===== config.mk =====
export PLATFORM = sky130hd
export DESIGN_NAME = decode_stage
export DESIGN_NICKNAME = d
export VERILOG_FILES = /design/src/rtl/decode_stage.sv
export SDC_FILE = /design/constraint.sdc
export NUM_CORES = 1
export LEC_CHECK = 0
export CORE_MARGIN = 1.5
export CORE_UTILIZATION = 25
export CTS_CLUSTER_DIAMETER = 200
export DETAILED_ROUTE_END_ITERATION = 8
export MAX_ROUTING_LAYER = met4
export PLACE_DENSITY_LB_ADDON = 0.2
export REMOVE_ABC_BUFFERS = 1
export SLEW_MARGIN = 0
export SYNTH_ARGS = -nofsm -noshare
export SYNTH_HDL_FRONTEND = slang
export SYNTH_SLANG_ARGS = --single-unit
export TNS_END_PERCENT = 5

===== constraint.sdc =====
create_clock -name clk -period 5.22 [get_ports clk]
set_clock_uncertainty 0.2 [all_clocks]
set_input_delay 1.305 -clock clk [delete_from_list [all_inputs] [get_ports clk]]
set_output_delay 1.305 -clock clk [all_outputs]
set_load 0.005 [all_outputs]

===== src/rtl/decode_stage.sv =====
// decode_stage
//   Instruction decode stage with a two-entry (output + skid) elastic buffer.
//   An accepted instruction is decoded combinationally and registered, so every
//   payload output comes straight from a flop. in_ready depends only on the
//   skid register, which breaks any combinational path from out_ready upstream.
//
// Parameters
//   XLEN     datapath width (32 or 64); immediate and PC are XLEN wide
//   EN_JUMP  1: JAL/JALR/LUI/AUIPC are legal; 0: they decode as illegal
//
// Ports
//   clk, rst_n                 clock, asynchronous active-low reset
//   flush                      synchronous discard of both held instructions
//   in_valid/in_ready          upstream handshake, in_inst/in_pc payload
//   out_valid/out_ready        downstream handshake, out_pc of presented instr
//   write_en..illegal_inst     registered decode results, meaningful while out_valid=1
module decode_stage #(
   parameter int XLEN    = 32,
   parameter bit EN_JUMP = 1'b1
) (
   input  logic            clk,
   input  logic            rst_n,
   input  logic            flush,
   input  logic            in_valid,
   output logic            in_ready,
   input  logic [31:0]     in_inst,
   input  logic [XLEN-1:0] in_pc,
   output logic            out_valid,
   input  logic            out_ready,
   output logic [XLEN-1:0] out_pc,
   output logic            write_en,
   output logic [4:0]      write_addr,
   output logic [4:0]      read_addr1,
   output logic [4:0]      read_addr2,
   output logic [XLEN-1:0] immediate,
   output logic            mem_write_en,
   output logic            mem_read_en,
   output logic [2:0]      funct3,
   output logic [6:0]      funct7,
   output logic [3:0]      alu_opcode,
   output logic            i_type_inst,
   output logic            branch_inst,
   output logic            jump_inst,
   output logic            illegal_inst
);

   typedef struct packed {
      logic [XLEN-1:0] pc;
      logic            we;
      logic [4:0]      wa;
      logic [4:0]      ra1;
      logic [4:0]      ra2;
      logic [XLEN-1:0] imm;
      logic            mwe;
      logic            mre;
      logic [2:0]      f3;
      logic [6:0]      f7;
      logic [3:0]      alu;
      logic            it;
      logic            br;
      logic            jp;
      logic            ill;
   } payload_t;

   // Widen a 32-bit signed immediate to XLEN; the cast keeps signedness, so it sign-extends.
   function automatic logic [XLEN-1:0] sext(input logic signed [31:0] v);
      return XLEN'(v);
   endfunction

   logic signed [31:0] imm_i, imm_s, imm_b, imm_u, imm_j;
   payload_t           dec_d;
   logic [6:0]         opc;

   // Each immediate is packed into the top of a 32-bit word and arithmetically
   // shifted down, which sign-extends from inst[31] in one step.
   assign opc   = in_inst[6:0];
   assign imm_i = $signed(in_inst) >>> 20;
   assign imm_s = $signed({in_inst[31:25], in_inst[11:7], 20'h0}) >>> 20;
   assign imm_b = $signed({in_inst[31], in_inst[7], in_inst[30:25], in_inst[11:8], 1'b0, 19'h0}) >>> 19;
   assign imm_u = $signed({in_inst[31:12], 12'h0});
   assign imm_j = $signed({in_inst[31], in_inst[19:12], in_inst[20], in_inst[30:21], 1'b0, 11'h0}) >>> 11;

   always_comb begin
      dec_d     = '0;
      dec_d.pc  = in_pc;
      dec_d.wa  = in_inst[11:7];
      dec_d.ra1 = in_inst[19:15];
      dec_d.ra2 = in_inst[24:20];
      dec_d.f3  = in_inst[14:12];
      dec_d.f7  = in_inst[31:25];
      case (opc)
         7'b0010011: begin
            dec_d.we  = 1'b1;
            dec_d.it  = 1'b1;
            dec_d.imm = sext(imm_i);
            // Only the shift-right group uses inst[30] (SRLI/SRAI); for ADDI etc. it is immediate data.
            dec_d.alu = (in_inst[14:12] == 3'b101) ? {in_inst[30], 3'b101} : {1'b0, in_inst[14:12]};
         end
         7'b0110011: begin
            dec_d.we  = 1'b1;
            dec_d.alu = {in_inst[30], in_inst[14:12]};
         end
         7'b1100011: begin
            dec_d.br  = 1'b1;
            dec_d.imm = sext(imm_b);
         end
         7'b0000011: begin
            dec_d.we  = 1'b1;
            dec_d.mre = 1'b1;
            dec_d.it  = 1'b1;
            dec_d.imm = sext(imm_i);
         end
         7'b0100011: begin
            dec_d.mwe = 1'b1;
            dec_d.it  = 1'b1;
            dec_d.imm = sext(imm_s);
         end
         7'b0110111, 7'b0010111: begin
            if (EN_JUMP) begin
               dec_d.we  = 1'b1;
               dec_d.it  = 1'b1;
               dec_d.imm = sext(imm_u);
            end else begin
               dec_d.ill = 1'b1;
            end
         end
         7'b1101111, 7'b1100111: begin
            if (EN_JUMP) begin
               dec_d.we  = 1'b1;
               dec_d.jp  = 1'b1;
               dec_d.it  = 1'b1;
               dec_d.imm = (opc == 7'b1101111) ? sext(imm_j) : sext(imm_i);
            end else begin
               dec_d.ill = 1'b1;
            end
         end
         default: dec_d.ill = 1'b1;
      endcase
      // x0 is hardwired to zero, so a write to it is dropped here rather than downstream.
      if (dec_d.wa == 5'd0) dec_d.we = 1'b0;
   end

   logic     out_valid_q, out_valid_d;
   logic     skid_valid_q, skid_valid_d;
   payload_t out_q, out_d, skid_q;
   logic     load_out, load_skid;

   assign in_ready = ~skid_valid_q;

   always_comb begin
      out_valid_d  = out_valid_q;
      skid_valid_d = skid_valid_q;
      load_out     = 1'b0;
      load_skid    = 1'b0;
      out_d        = dec_d;
      if (flush) begin
         out_valid_d  = 1'b0;
         skid_valid_d = 1'b0;
      end else if (skid_valid_q) begin
         // Skid full implies output full and in_ready low: only a drain can happen.
         if (out_ready) begin
            load_out     = 1'b1;
            out_d        = skid_q;
            skid_valid_d = 1'b0;
         end
      end else if (in_valid) begin
         if (!out_valid_q || out_ready) begin
            load_out    = 1'b1;
            out_valid_d = 1'b1;
         end else begin
            load_skid    = 1'b1;
            skid_valid_d = 1'b1;
         end
      end else if (out_valid_q && out_ready) begin
         out_valid_d = 1'b0;
      end
   end

   always_ff @(posedge clk or negedge rst_n) begin
      if (!rst_n) begin
         out_valid_q  <= 1'b0;
         skid_valid_q <= 1'b0;
         out_q        <= '0;
         skid_q       <= '0;
      end else begin
         out_valid_q  <= out_valid_d;
         skid_valid_q <= skid_valid_d;
         if (load_out)  out_q  <= out_d;
         if (load_skid) skid_q <= dec_d;
      end
   end

   assign out_valid    = out_valid_q;
   assign out_pc       = out_q.pc;
   assign write_en     = out_q.we;
   assign write_addr   = out_q.wa;
   assign read_addr1   = out_q.ra1;
   assign read_addr2   = out_q.ra2;
   assign immediate    = out_q.imm;
   assign mem_write_en = out_q.mwe;
   assign mem_read_en  = out_q.mre;
   assign funct3       = out_q.f3;
   assign funct7       = out_q.f7;
   assign alu_opcode   = out_q.alu;
   assign i_type_inst  = out_q.it;
   assign branch_inst  = out_q.br;
   assign jump_inst    = out_q.jp;
   assign illegal_inst = out_q.ill;

endmodule


==> After elaboration in Yosys (flattened, before gate mapping) <==
Index checks and enable logic that the tools add are counted.
{ "op_classes": {"addsub": 0, "multipliers": 0, "div_mod_pow": 0, "magnitude_cmp": 0, "n_eq_ne": 12, "shifts": 0, "muxes": 32, "bitwise_logic": 1, "n_reduce_logical": 12} }
{ "op_table": {"columns": ["cell", "n"], "rows": [
  ["two-way mux 100 bit", 3],
  ["case mux 32 bit (5 select lines)", 1],
  ["two-way mux 1 bit", 25],
  ["equality test 7 x 6 -> 1 bit, second input constant", 3],
  ["equality test 7 bit, second input constant", 3],
  ["two-way mux 20 bit", 1],
  ["equality test 7 x 5 -> 1 bit, second input constant", 2],
  ["OR reduction 7 bit", 2],
  ["OR reduction 9 bit", 1],
  ["case mux 4 bit (2 select lines)", 1],
  ["equality test 7 x 2 -> 1 bit, second input constant", 1],
  ["OR reduction 2 bit", 3],
  ["zero test 5 bit", 1],
  ["two-way mux 4 bit", 1],
  ["equality test 3 bit, second input constant", 1],
  ["!= test 3 x 2 -> 1 bit, second input constant", 1],
  ["AND reduction 3 bit", 1],
  ["nonzero test 3 bit", 1],
  ["!= test 2 bit, second input constant", 1],
  ["logical AND 1 bit", 1],
  ["zero test 1 bit", 1],
  ["logical OR 1 bit", 1],
  ["inverter 1 bit", 1]
]} }
{ "totals": {"reg_bits": 202, "latch_bits": 0, "mem_bits_rw": 0, "rom_bits": 0, "in_bits": 69, "out_inout_bits": 102, "elab_cells": 89, "memories": 0} }

==> Longest topological paths before layout <==
Gate-level depths: netlist of the first run.
{ "logic_depth": {"ltp_word": 7, "mapped_depth": 8, "ltp_nobuf": 5} }

==> Worst setup path before layout of the first run <==
Ideal clock, no wire load.
{ "synth_path": {"kind": "input port to flip-flop", "startpoint": "input flush", "endpoint": "register out_q (netlist bit immediate[12])", "setup_time_ns": 0.134, "arrival_ns": 2.410, "required_time_ns": 4.886, "slack_ns": 2.476, "stages": 7, "path_buffers": 4, "path_cell_list": "buf_2 > or3_1 > buf_6 > buf_6 > buf_6 > nand3_1 > nand4_1"} }
{ "synth_between": {"elab_chain_cells": 1, "elab_cells_between_ends": 2, "cone_classes": "mux (2)"} }
{ "synth_lines": {"columns": ["element", "line", "source"], "rows": [
  ["from (decl)", "23", "input logic flush,"],
  ["two-way mux 100 bit / two-way mux 1 bit (equally long branches)", "156", "if (flush) begin"],
  ["to (signal assigned)", "188", "if (load_out) out_q <= out_d;"],
  ["to (decl)", "145", "payload_t out_q, out_d, skid_q;"]
]} }
Parallel ways exist; a longest one is shown, timed or not.
A chain may end at the register's enable or synchronous reset.

==> Final worst setup path of the first run <==
{ "layout_path": {"startpoint": "input out_ready", "endpoint": "register out_q (netlist bit immediate[24])"} }
{ "layout_between": {"elab_chain_cells": 5, "elab_cells_between_ends": 9, "cone_classes": "mux (8); reduce/logical (1)"} }
{ "layout_lines": {"columns": ["element", "line", "source"], "rows": [
  ["from (decl)", "29", "input logic out_ready,"],
  ["logical OR 1 bit", "167", "if (!out_valid_q || out_ready) begin"],
  ["two-way mux 1 bit", "167", null],
  ["two-way mux 1 bit", "166", "end else if (in_valid) begin"],
  ["two-way mux 1 bit", "159", "end else if (skid_valid_q) begin"],
  ["two-way mux 1 bit", "156", null]
]} }
Parallel ways exist; a longest one is shown, timed or not.

==> metrics.cfg, run 1 <==
[run_status]
status=finished, final reports clean

[global_routing]
grt_start_max_net_pins=110
grt_pass1_vias=7331
gr-usage-all-layers_pct=15.8
grt_pass1_wl_um=43400
overflow=0
antenna_found_initial=0

[setup_path]
reg2regPathDepth=5
path_class=input port to flop
crit_start=out_ready
rr_startpoint=skid_valid_q$_DFF_PN0_
start_kind=input port
arrival_ns=3.78
crit_family=simple AND/OR/NAND/NOR gates
r2r_setup_slack_ns=2.51
reg2reg_to=immediate[24]$_DFFE_PN0P_
cp_num_buf_inv=1
crit_slowest_cell=nand2_4
critical_path.max_fanout=61
end_kind=flop
crit_chain=clkdlybuf4s50_1 > nor2b_1 > or3_4 > nand2_4 > o21ai_0 > a21oi_1
crit_required_ns=5.40
max_stage_delay_ns=0.63

[floorplan]
rows=67
pin_count=171
die_h_um=189
die_area_um2=35600
core_um2=33800
start_util_pct=25.5
fp.dieW_um=189

[cells_and_area]
design_area_um2=11400
drive_gt1_share_pct=6.78
final_net_count=1133
syn2layout_area_growth_pct=32.0
fin_cells=1525
diodes=0

[clock_network]
htree_levels=1
clock_latency_ns=0.52
numCtsBuffers=23
holdBufCountCts=0
clock_path_buffers=3
tritoncts=built
root_buffer=clkbuf_16
cts_resized=0
clk_pin_slew_worst_paths_ns=0.06
numClockSinks=202
post-cts-setup-buffers=0

[yosys]
ys_warn_count=0
yosysUniqueCellTypes=57
netlist_area_um2=8620
ys_seq_area_share_pct=58.6
synthCells=917
synth-seq-cells=202
avgSynthCellArea_um2=9.41

[timing]
tightest_slew_ns=0.868
setup_violations=0
hold_violations=0
fin_hold_ws_ns=0.265
maxSlewViolCount=0
slew_headroom_pct=42.2
max_freq_mhz=278
period_needed_ns=3.60
setup_tns_ns=0
rsz0062_at_grt=no
post-route-period-util_pct=69.0

[detailed_routing]
wl_per_cell_um=17.9
remaining_drc_errors=0
ant_nets=0
drtIter0Drc=388
routed_via_density=4.62
vias=7051
drtPass1Iterations=5
drt_wl_total_um=27300

[worst_hold_path]
worstHoldPathType=flop to flop
hold_start=skid_q[6]$_DFFE_PN0P_
min_path_cells=2
min_to=skid_q[6]$_DFFE_PN0P_

[placement]
dpl-instance-area_um2=10700
dp_hpwl_um=17100
port_buffers=170
gp_congestion=0.757
dp_cells=1487

[pwr]
vdd_ir_drop_max_v=0.000197
power_w=0.00413
p_per_area_nw_per_um2=363
p_leak_nw=5.01

[flow_run]
drv_cap=0

==> cells in the mapped netlist (all sizes together) <==
cell / number / area [µm²]
nand2: 269 / 1020
dfrtp: 202 / 5050
nor2: 145 / 562
o22ai: 60 / 375
buf: 45 / 279
o21ai: 42 / 221
a21oi: 28 / 155
a22oi: 18 / 135
nand3: 17 / 97.6
clkbuf: 15 / 56.3
nor3: 7 / 45.0
nand4: 6 / 37.5
a221o: 5 / 50.1
a22o: 5 / 43.8
a31oi: 5 / 31.3
and2: 5 / 33.8
a221oi: 4 / 35.0
or3: 4 / 30.0
a32oi: 3 / 26.3
nor2b: 3 / 18.8
a21boi: 2 / 30.0
a21o: 2 / 15.0
and3: 2 / 12.5
inv: 2 / 7.51
mux2: 2 / 22.5
nand2b: 2 / 12.5
nand4b: 2 / 47.6
o22a: 2 / 17.5
o32a: 2 / 20.0
o32ai: 2 / 36.3
or2: 2 / 15.0
a211oi: 1 / 7.51
and4b: 1 / 10.0
mux2i: 1 / 10.0
nand4bb: 1 / 27.5
nor4: 1 / 6.26
o211ai: 1 / 7.51
o41ai: 1 / 8.76
==> layout by cell type (no fill, tap or decap), drive strengths merged, types with 4 or more instances in the layout <==
cell type / count
clkbuf: 33
a21oi: 28
buf: 13
nor3: 7
nor2: 145
clkdlybuf4s50: 169
or3: 4
nand3: 17
nand4: 6
dfrtp: 202
a22oi: 18
a221o: 5
a221oi: 4
o22ai: 60
o21ai: 42
nand2: 269
a22o: 5
and2: 5
a31oi: 5
==> how the worst max path moves through the flow <==
stage	endpoint	depth (start not counted)
3_3_place_gp	immediate[24]$_DFFE_PN0P_	6
4_1_cts	immediate[24]$_DFFE_PN0P_	6
6_report	immediate[24]$_DFFE_PN0P_	6
2_1_floorplan	immediate[24]$_DFFE_PN0P_	5
3_5_place_dp	immediate[24]$_DFFE_PN0P_	6
5_1_grt	immediate[24]$_DFFE_PN0P_	6
==> worst min-delay path: cells and delay by family, from the launching register on <==
family	cells	cell delay [ns]
AND/OR/NAND/NOR	2	0.10
flip-flops	1	0.34
==> layer usage <==
| metal | track usage, % | share of wire, % |
|---|---|---|
| met5 | - | 0 |
| met4 | 2.78 | 1.2 |
| met3 | 3.41 | 6.0 |
| met2 | 24.4 | 45 |
| met1 | 21.6 | 48 |
==> registers in the layout (all words and copies together) (netlist names) <==
| register | flops |
|---|---|
| skid_q | 100 |
| immediate | 32 |
| out_pc | 32 |
| funct7 | 7 |
| read_addr1 | 5 |
| read_addr2 | 5 |
| write_addr | 5 |
| alu_opcode | 4 |
| funct3 | 3 |
| branch_inst | 1 |
| i_type_inst | 1 |
| illegal_inst | 1 |
| jump_inst | 1 |
| mem_read_en | 1 |
| mem_write_en | 1 |
| out_valid | 1 |
| skid_valid_q | 1 |
| write_en | 1 |
==> power by group <==
part	internal [W]	leakage (nW)	total, W	switching, W
Clock	0.000912	0.350	0.00156	0.000645
Sequential	0.00180	2.53	0.00194	0.000137
Combinational	0.000342	2.13	0.000642	0.000300
==> cell type report <==
type	instances	area, µm²
multi-input cells	653	3240
flip-flops and latches	202	5050
repair buffers	182	1810
well taps	448	561
inverters	2	7.51
clock inverters	5	53.8
clock buffers	33	653
fillers	3482	22400
==> metrics by stage <==
step,worst slack (ns),util (%)
after floorplan,0.942,-
after global placement,1.02,31.6
after detailed placement,1.10,31.6
after CTS,1.61,33.7
after global routing,1.34,33.7
final,1.62,33.7
==> cells by family (layout without fill, tap and decap cells) <==
group	count (synthesis)	after routing	share of synthesized area, %
simple gates	467	467	22.9
flops	202	202	58.6
mux	3	3	0.377
compound gates	183	183	14.1
buf+inv	62	222	3.97
Power figures use the tool's default switching activity.
==> run 2, diff against run 1 <==
Clock period 5.22 ns to 3.34 ns, I/O delays scaled along.
==> run 2 against run 1 <==
Compared with the run above:
- die area unchanged
- total power up 60%
- combinational power up 60%
- register-to-register slack worse by 1.4 ns
- sequential cell count unchanged
- hold slack worse by 0.21 ns
- non-clock buffer count up 22
- sequential share of layout area down 1.1 points
- count of clock-buffer cells in the layout up 2
- critical path type is now flop to output pin
- critical endpoint is now in_ready
- largest power group unchanged
==> metrics.cfg, run 2 (synthesized netlist as in run 1, its figures left out) <==
[timing]
hold_violations=0
slew_headroom_pct=49.9
rsz0062_at_grt=no
max_freq_mhz=384
tightest_slew_ns=0.751
setup_violations=0
period_needed_ns=2.61
fin_ws_ns=0.734
post-route-period-util_pct=78.0
maxSlewViolCount=0

[cells_and_area]
mostFrequentLayoutCells=nand2_1 (266), dfrtp_1 (202), clkdlybuf4s50_1 (169)
diodes=0
drive_gt1_share_pct=9.16
largest_reg_flops=100
design_area_um2=11700
mostFrequentLayoutCell=nand2_1
syn2layout_area_growth_pct=35.4
final_net_count=1157
top_register=skid_q

[setup_path]
start_kind=flop
arrival_ns=1.57
crit_required_ns=2.30
end_kind=output pin
path_class=flop to output pin
critical_path.max_fanout=8

[clock_network]
root_buffer=clkbuf_16
clk_pin_slew_worst_paths_ns=0.06
numCtsBuffers=25
clock_path_buffers=3
htree_levels=1
post-cts-setup-buffers=0
tritoncts=built
clock_latency_ns=0.53
numClockSinks=202
holdBufCountCts=0
cts_resized=0

[placement]
dpl-instance-area_um2=10900
place_ws_ns=0.238
dp_hpwl_um=18200
gp_congestion=0.793
port_buffers=170

[floorplan]
core_um2=33800
fp.dieW_um=189
die_area_um2=35600
rows=67
die_h_um=189
pin_count=171
start_util_pct=25.5

[detailed_routing]
wl_per_cell_um=17.9
drtIter0Drc=378
drt_wl_total_um=27700
ant_nets=0
routed_via_density=4.63
drtPass1Iterations=4
remaining_drc_errors=0
vias=7183

[global_routing]
overflow=0
gr-usage-all-layers_pct=16.2
antenna_found_initial=0
grt_start_max_net_pins=64
grt_pass1_vias=7377
grt_pass1_wl_um=44000

[pwr]
p_per_area_nw_per_um2=566
vdd_ir_drop_max_v=0.000336
p_leak_nw=5.17
power_w=0.00661

[worst_hold_path]
worstHoldPathType=input port to async pin

[run_status]
status=finished, final reports clean

[flow_run]
drv_cap=0

==> run 2: changes by cell type in the layout (fill, tap and decap cells not counted) <==
cell / previous run / this run
buf_12: 1 / 6
buf_4: 11 / 28
bufinv_16: 1 / 0
clkbuf_1: 6 / 4
clkbuf_16: 23 / 25
clkbuf_8: 4 / 6
clkinv_4: 0 / 2
clkinvlp_4: 0 / 1
==> run 2: worst max-delay path, stage by stage, from the launching register on <==
cell and delay [ns]:
dfrtp_1 0.46, inv_1 0.09, clkdlybuf4s50_1 0.49
==> run 2: power breakdown <==
group / internal, W / switching, W / total (W)
Sequential: 0.00281 / 0.000214 / 0.00303
Clock: 0.00150 / 0.00106 / 0.00256
Combinational: 0.000553 / 0.000473 / 0.00103
Total: 0.00487 / 0.00175 / 0.00661
==> run 2: area by class of cell <==
class	instances	area [µm²]
clock buffers	35	723
clock inverters	7	48.8
fillers	3472	22100
inverters	2	7.51
multi-input cells	653	3240
flip-flops and latches	202	5050
well taps	448	561
repair buffers	204	2040
==> run 2: path summary, 6_finish.rpt <==
path                            depth (start not counted)                      to              startpoint  slack, ns
max in group asynchronous                               2  skid_q[32]$_DFFE_PN0P_                   rst_n       2.14
worst min register to register                          2   skid_q[2]$_DFFE_PN0P_   skid_q[2]$_DFFE_PN0P_       0.27
worst min-delay path                                    1   funct7[3]$_DFFE_PN0P_                   rst_n       0.05
worst max register to register                          5  skid_q[18]$_DFFE_PN0P_  skid_valid_q$_DFF_PN0_       1.10
worst max-delay path                                    2                in_ready  skid_valid_q$_DFF_PN0_       0.73
min in group clk                                        2   skid_q[2]$_DFFE_PN0P_   skid_q[2]$_DFFE_PN0P_       0.27
==> run 2: routing by layer <==
layer  up-vias  wire length, µm  track usage (%)
met3        42             1490             3.30
met5         -                0                -
met4         0              510             3.75
li1       3440                -                -
met2       174            12600             24.5
met1      3527            13100             22.2
==> run 2: through the flow <==
step | hold slack [ns] | utilization (%) | setup TNS (ns) | std cells
floorplan | 0.239 | - | -21.50 | 857
global placement | 0.248 | 32.3 | 0 | 1509
detailed placement | 0.253 | 32.3 | 0 | 1509
CTS | 0.0600 | 34.6 | 0 | 1551
global route | 0.0729 | 34.6 | 0 | 1551
finish | 0.0541 | 34.6 | 0 | 1551
==> run 3, diff against run 2 <==
Clock period 3.34 ns to 2.15 ns, I/O delays scaled along.
==> run 3 against run 2 <==
Compared with the run above:
- combinational power grew 54%
- sequential cell count is the same
- routed wire length grew 0.98%
- global-route usage grew 0.19 points
- total power grew 57%
- non-clock buffer count grew 60
- sequential share of layout area shrank 2.1 points
- final area grew 5.2%
- first-iteration DRC count shrank 23%
- register-to-register slack lost 1.0 ns
- critical path type unchanged
==> metrics.cfg, run 3 (synthesized netlist as in run 1, its figures left out) <==
[floorplan]
pin_count=171
core_um2=33800
die_h_um=189
rows=67
fp.dieW_um=189
start_util_pct=25.5
die_area_um2=35600

[timing]
post-route-period-util_pct=98.2
slew_headroom_pct=67.0
fin_hold_ws_ns=0.271
maxSlewViolCount=0
setup_tns_ns=0
fin_ws_ns=0.0379
tightest_slew_ns=0.495
rsz0062_at_grt=yes
setup_violations=0
max_freq_mhz=473
period_needed_ns=2.11
hold_violations=0

[clock_network]
clock_path_buffers=3
htree_levels=1
numCtsBuffers=25
clk_pin_slew_worst_paths_ns=0.06
root_buffer=clkbuf_16
tritoncts=built
numClockSinks=202
clock_latency_ns=0.52

[pwr]
p_leak_nw=5.92
vdd_ir_drop_max_v=0.000639
p_per_area_nw_per_um2=847
power_w=0.0104

[detailed_routing]
drt_wl_total_um=28000
vias=7320
ant_nets=0
wl_per_cell_um=17.4
drtPass1Iterations=4
routed_via_density=4.55
remaining_drc_errors=0
drtIter0Drc=292

[placement]
gp_congestion=0.770
port_buffers=170
place_ws_ns=-0.528
dp_cells=1567
dp_hpwl_um=19200

[flow_run]
drv_cap=0

[setup_path]
end_kind=output pin
arrival_ns=1.37
crit_required_ns=1.41
critical_path.max_fanout=2
crit_chain=clkdlybuf4s50_1
cp_num_buf_inv=1
max_stage_delay_ns=0.51
crit_slowest_cell=clkdlybuf4s50_1
start_kind=flop
path_class=flop to output pin
crit_family=buffers and inverters

[cells_and_area]
largest_reg_flops=100
top_register=skid_q
syn2layout_area_growth_pct=42.4
mostFrequentLayoutCell=nand2_1
final_net_count=1217
fin_cells=1608
diodes=0
mostFrequentLayoutCells=nand2_1 (266), dfrtp_1 (202), nor2_1 (140)
drive_gt1_share_pct=13.5

[global_routing]
grt_pass1_vias=7600
overflow=0
met1_usage_pct=22.0
antenna_found_initial=0
use_met2_pct=25.5
grt_pass1_wl_um=44600
gr-usage-all-layers_pct=16.4
grt_start_max_net_pins=47
top_usage_layer=met2
grtUsageMet3_pct=3.45

[run_status]
status=finished, final reports clean

[worst_hold_path]
worstHoldPathType=flop to flop

run 3: changes by cell type in the layout (fill, tap and decap cells not counted), moves of 10 or more:
cell / change
dlygate4sd2_1: +52
buf_12: +10
buf_4: +48
clkdlybuf4s50_1: -78
dlymetal6s2s_1: +26
run 3: final cells by class:
class / count / area (µm²)
clock buffers: 35 / 713
inverters: 2 / 7.51
fillers: 3445 / 21500
well taps: 448 / 561
repair buffers: 264 / 2620
multi-input cells: 653 / 3260
clock inverters: 4 / 70.1
flip-flops and latches: 202 / 5050
run 3: final timing paths:
check | cells after the start | to | slack, ns | startpoint
max | 1 | out_pc[8] | 0.04 | out_pc[8]$_DFFE_PN0P_
min | 2 | branch_inst$_DFFE_PN0P_ | 0.27 | skid_q[2]$_DFFE_PN0P_
max reg2reg | 6 | mem_read_en$_DFFE_PN0P_ | 0.06 | skid_valid_q$_DFF_PN0_
min reg2reg | 2 | branch_inst$_DFFE_PN0P_ | 0.27 | skid_q[2]$_DFFE_PN0P_
max in group asynchronous | 3 | skid_q[81]$_DFFE_PN0P_ | 0.81 | rst_n
min in group asynchronous | 2 | funct7[1]$_DFFE_PN0P_ | 0.29 | rst_n
run 3: what timing repair did:
action,CTS,global route
hold buffers,1,0
gates resized for setup,53,29
setup buffers,1,0
endpoints found under the setup margin,52,88
pin swaps,0,1
hold endpoints to repair,29,0
run 3: worst min-delay path, delay by kind of cell, from the launching register on:
kind | cells | cell delay, ns
flip-flops | 1 | 0.34
AND/OR/NAND/NOR | 2 | 0.10
run 3: routing by layer:
metal / share of wire, % / vias up / wire length [µm]
met2: 45 / 184 / 12700
met1: 47 / 3531 / 13300
met5: 0 / - / 0
li1: - / 3573 / -
met3: 6.0 / 32 / 1680
met4: 1.3 / 0 / 366
run 3: report_power, final:
| group | internal, W | switching [W] | leakage, nW |
|---|---|---|---|
| Clock | 0.00251 | 0.00162 | 0.386 |
| Sequential | 0.00437 | 0.000315 | 2.53 |
| Combinational | 0.000840 | 0.000753 | 3.00 |
| Total | 0.00772 | 0.00269 | 5.92 |
run 3: through the flow:
step                      instance area [µm²]  utilization (%)
after floorplan                          8290                -
after global placement                  11500             33.9
after detailed placement                11500             33.9
after CTS                               12200             36.1
after global routing                    12300             36.4
final                                   12300             36.4
==> RTL change 1 (settings of run 3) <==
`XLEN`: 32 -> 36. Comments in the files are not updated.
--- a/src/rtl/decode_stage.sv
+++ b/src/rtl/decode_stage.sv
@@ -17,3 +17,3 @@
 module decode_stage #(
-   parameter int XLEN    = 32,
+   parameter int XLEN    = 36,
    parameter bit EN_JUMP = 1'b1
Ports: changed (resized immediate, in_pc and out_pc); port bits go from 171 to 183. The function was not compared with the original's and may differ.
==> RTL change 1 against run 3 <==
- final area increased by 2.9%
- sequential share of layout area increased by 0.44 points
- synthesized area increased by 0.91%
- power increased by 6.8%
- sequential cell count increased by 8
- global-route usage decreased by 0.11 points
- critical path type unchanged
- routed wire length decreased by 0.25%
- setup slack improved by 8.7 ps
- highest routed layer unchanged
- largest power group unchanged
==> RTL change 1: results (changes against run 3) <==
- Port Buffers: 182 (+7.1%)
- Peak VDD IR: 521 µV (-18%)
- Layout sequential cell count: 210 (+4.0%)
- Fin area: 12600 µm² (+2.9%)
- Post-synthesis sequential area ratio: 60.4% (+1.8 points)
- R2r endpoint: out_pc[26]
- Flop2flop setup slack: 150 ps (+90 ps)
- Vias in the first global route: 7774 (+2.3%)
- Pleak: 5.98 nW (+1.0%)
- Top cells by area, synth: dfrtp_1 (60%), nand2_1 (9.5%), nor2_1 (6.9%)
- Nets@finish: 1248 (+2.5%)
- Metal3 WL: 1460 µm (-13%)
- Footprint of the multi-input gates: 3130 µm² (-3.8%)
- Hold path endpoint: skid_q[8]
- Inverter count: 13 (+11)
- Fraction of layout cells with a size suffix above 1: 12.9% (-0.64 points)
- First-pass GRT wire length: 45000 µm (+0.81%)
- Crit. Startpoint: out_pc[9]
- Met3 GRT Util: 2.99% (-0.46 points)
- Pre-antenna DRT Iters: 5 (+1)
- # clk buffers: 41 (+17%)
- NonClk Buf Share: 22.0% (+0.69 points)
- Routed wl met2: 13400 µm (+5.7%)
- Yosys warns: 0 (unchanged)
- Sw power: 2.90 mW (+8.0%)
- Global-route track usage on met1: 21.0% (-1.0 points)
- Post-Place Worst Slack: -479 ps (+48.9 ps)
- Non-CTS buffers: 278 (+5.3%)
- Top cells by count, synth: nand2_1 (221), dfrtp_1 (210), nor2_1 (160), o22ai_1 (73)
- Max_slew headroom: 58.6% (-8.4 points)
- Initial detailed-routing violation count: 385 (+32%)
- #MultiIn Comb: 646 (-1.1%)
- Final Non-Filler Cells: 1649 (+2.5%)
- Clock H-tree levels: 1 (unchanged)
- Largest net degree at the start of global routing: 60 (+28%)
- Routed vias/inst: 4.61 (+1.3%)
- Filler cells: 3514 (+2.0%)
- Gpl congestion: 0.814 (+5.7%)
- Syn_area_per_cell: 9.31 µm² (-1.0%)
- Hold_ws: 272 ps (+1.06 ps)
- Aggregate global-route resource usage: 16.3% (-0.11 points)
- Avg WL per Cell: 17.0 µm (-2.7%)
- Max reg flops: 104 (+4.0%)
- WL met1: 12600 µm (-5.2%)
- Clock-cell share: 6.71% (+0.33 points)
- Total CTS buffers: 26 (+4.0%)
- Setup ws final: 46.6 ps (+8.73 ps)
- Fraction of area in registers: 41.6% (+0.44 points)
- Outcome: finished, final reports clean
- DP Area: 11700 µm² (+2.3%)
-- RTL change 1: cell types whose count changed in the layout (fill, tap and decap cells not counted), moves of 11 or more --
cell | before | now
o21ai_1 | 29 | 2
dlymetal6s2s_1 | 26 | 37
o22ai_1 | 60 | 73
o21ai_0 | 12 | 43
nand2_1 | 266 | 221
nor2_1 | 140 | 159
inv_1 | 2 | 13
a21oi_1 | 26 | 44
-- RTL change 1: what timing repair did --
action,CTS,global route
hold buffers,1,0
pin swaps,0,1
endpoints found under the setup margin,62,57
setup buffers,2,0
hold endpoints to repair,27,0
gates resized for setup,65,40
-- RTL change 1: power groups by stage --
stage	Sequential [mW]	Clock (mW)	Combinational (mW)
final	5.00	4.31	1.81
after global routing	5.09	4.64	2.05
after CTS	5.01	4.45	1.88
after detailed placement	5.07	0	1.97
after global placement	5.07	0	1.95
after floorplan	5.02	0	0.706
-- RTL change 1: kinds of logic after synthesis --
kind of cell / share of synthesized area, %
flops: 60.4
simple gates: 20.0
mux: 0.518
compound gates: 15.1
buf+inv: 4.05
==> RTL change 2 (config.mk and constraints of run 3) <==
Made on the original files. Make the reset (`rst_n`) synchronous in one clocked block. Comments in the files are not updated.
--- a/src/rtl/decode_stage.sv
+++ b/src/rtl/decode_stage.sv
@@ -178,3 +178,3 @@
 
-   always_ff @(posedge clk or negedge rst_n) begin
+   always_ff @(posedge clk) begin
       if (!rst_n) begin
Function: differs if rst_n is asserted again (counterexample within 4 cycles, from zero or initial values and one cycle with rst_n low); with rst_n held inactive, the same outputs for 4 cycles.
==> RTL change 2 against run 3 <==
- synthesized area down 6.7%
- via count up 7.9%
- final cell count up 1.2%
- power down 14%
- final area down 3.8%
- critical endpoint is now immediate[16]
- routed wire length down 2.2%
- sequential cell count unchanged
- setup slack worse by 2.3 ps
==> RTL change 2: results (changes against run 3) <==
- Nets@finish: 1277 (+4.9%)
- Metal3 WL: 1500 µm (-11%)
- Footprint of the multi-input gates: 3640 µm² (+12%)
- Path depth of the worst reg2reg path: 5 (-1)
- Top cells by count, synth: nand2_1 (265), dfxtp_1 (202), a21oi_1 (139), nor2_1 (70), clkbuf_1 (65)
- Outcome: finished, final reports clean
- Measured slew at the worst slew-check pin: 398 ps (-97.0 ps)
- Global-route track usage on met1: 22.8% (+0.74 points)
- Hold Crit Class: in2reg
- Std-Cell Rows: 65 (-3.0%)
- Aggregate global-route resource usage: 16.8% (+0.38 points)
- Via Count: 7897 (+7.9%)
- R2r endpoint: funct7[6]
- Routed wl met2: 12200 µm (-3.8%)
- Hold_ws: 164 ps (-108 ps)
- Share of cell area taken by multi-input logic gates: 30.8% (+4.3 points)
- DP Area: 11000 µm² (-4.2%)
- PostCTS Resize Cnt: 33 (-38%)
- Avg WL per Cell: 16.9 µm (-3.3%)
- Pleak: 4.53 nW (-23%)
- Unique masters post-synth: 51 (-11%)
- Gpl congestion: 0.787 (+2.2%)
- Post-Place Worst Slack: -450 ps (+78.0 ps)
- DRT Wirelength: 27400 µm (-2.2%)
- #MultiIn Comb: 704 (+7.8%)
- NonClk Buf Share: 23.7% (+2.4 points)
- Asr flop ratio synth: 0% (-100 points)
- Flop2flop setup slack: 320 ps (+260 ps)
- Power, Total: 8.94 mW (-14%)
- P_seq: 3.96 mW (-15%)
- Peak VDD IR: 474 µV (-26%)
- Fraction of layout cells with a size suffix above 1: 14.4% (+0.83 points)
- # clk buffers: 39 (+11%)
- GR Util met2: 26.0% (+0.42 points)
- WHS Path Cells: 3 (+1)
- Non-CTS buffers: 271 (+2.7%)
- Pre-antenna DRT Iters: 5 (+1)
- Post-synthesis sequential area ratio: 50.2% (-8.4 points)
- Sw Ratio: 23.9% (-1.9 points)
- Largest net degree at the start of global routing: 32 (-32%)
- Filler cells: 3207 (-6.9%)
- Hold path endpoint: alu_opcode[0]
- Syn_area_per_cell: 8.06 µm² (-14%)
- Clock-cell share: 6.66% (+0.28 points)
- WL met1: 13100 µm (-1.3%)
- Inverter count: 4 (+2)
- Post CTS Setup Buffer Count: 0 (-1)
- First-pass GRT wire length: 43500 µm (-2.5%)
- FF+latch area: 4070 µm² (-19%)
[RTL change 2: changes by cell type in the layout (fill, tap and decap cells not counted), moves of 45 or more]
cell                    run 3  this run
a21oi_1                    26       139
dfrtp_1                   202         0
dfxtp_1                     0       181
a311oi_1                    0        53
nor2_1                    140        70
o22ai_1                    60         0
clkdlybuf4s50_1            91       136
o21ai_0                    12        57
[RTL change 2: kinds of logic (layout without fill, tap and decap cells)]
family	after synthesis	in the layout
AOI/OAI and AO/OA	310	310
and+or+nand+nor	393	393
buffers and inverters	93	319
DFF	202	202
muxes	1	1
[RTL change 2: worst max path at each step]
| stage | start | end | slack [ps] | cells past startpoint |
|---|---|---|---|---|
| after detailed placement | in_inst[0] | skid_q[40] | -450 | 7 |
| after CTS | out_valid | out_valid | -2 | 1 |
| after floorplan | out_ready | immediate[15] | -2000 | 4 |
| after global placement | in_inst[0] | immediate[24] | -410 | 7 |
| after global routing | out_pc[8] | out_pc[8] | 0.7 | 1 |
| final | immediate[16] | immediate[16] | 40 | 1 |
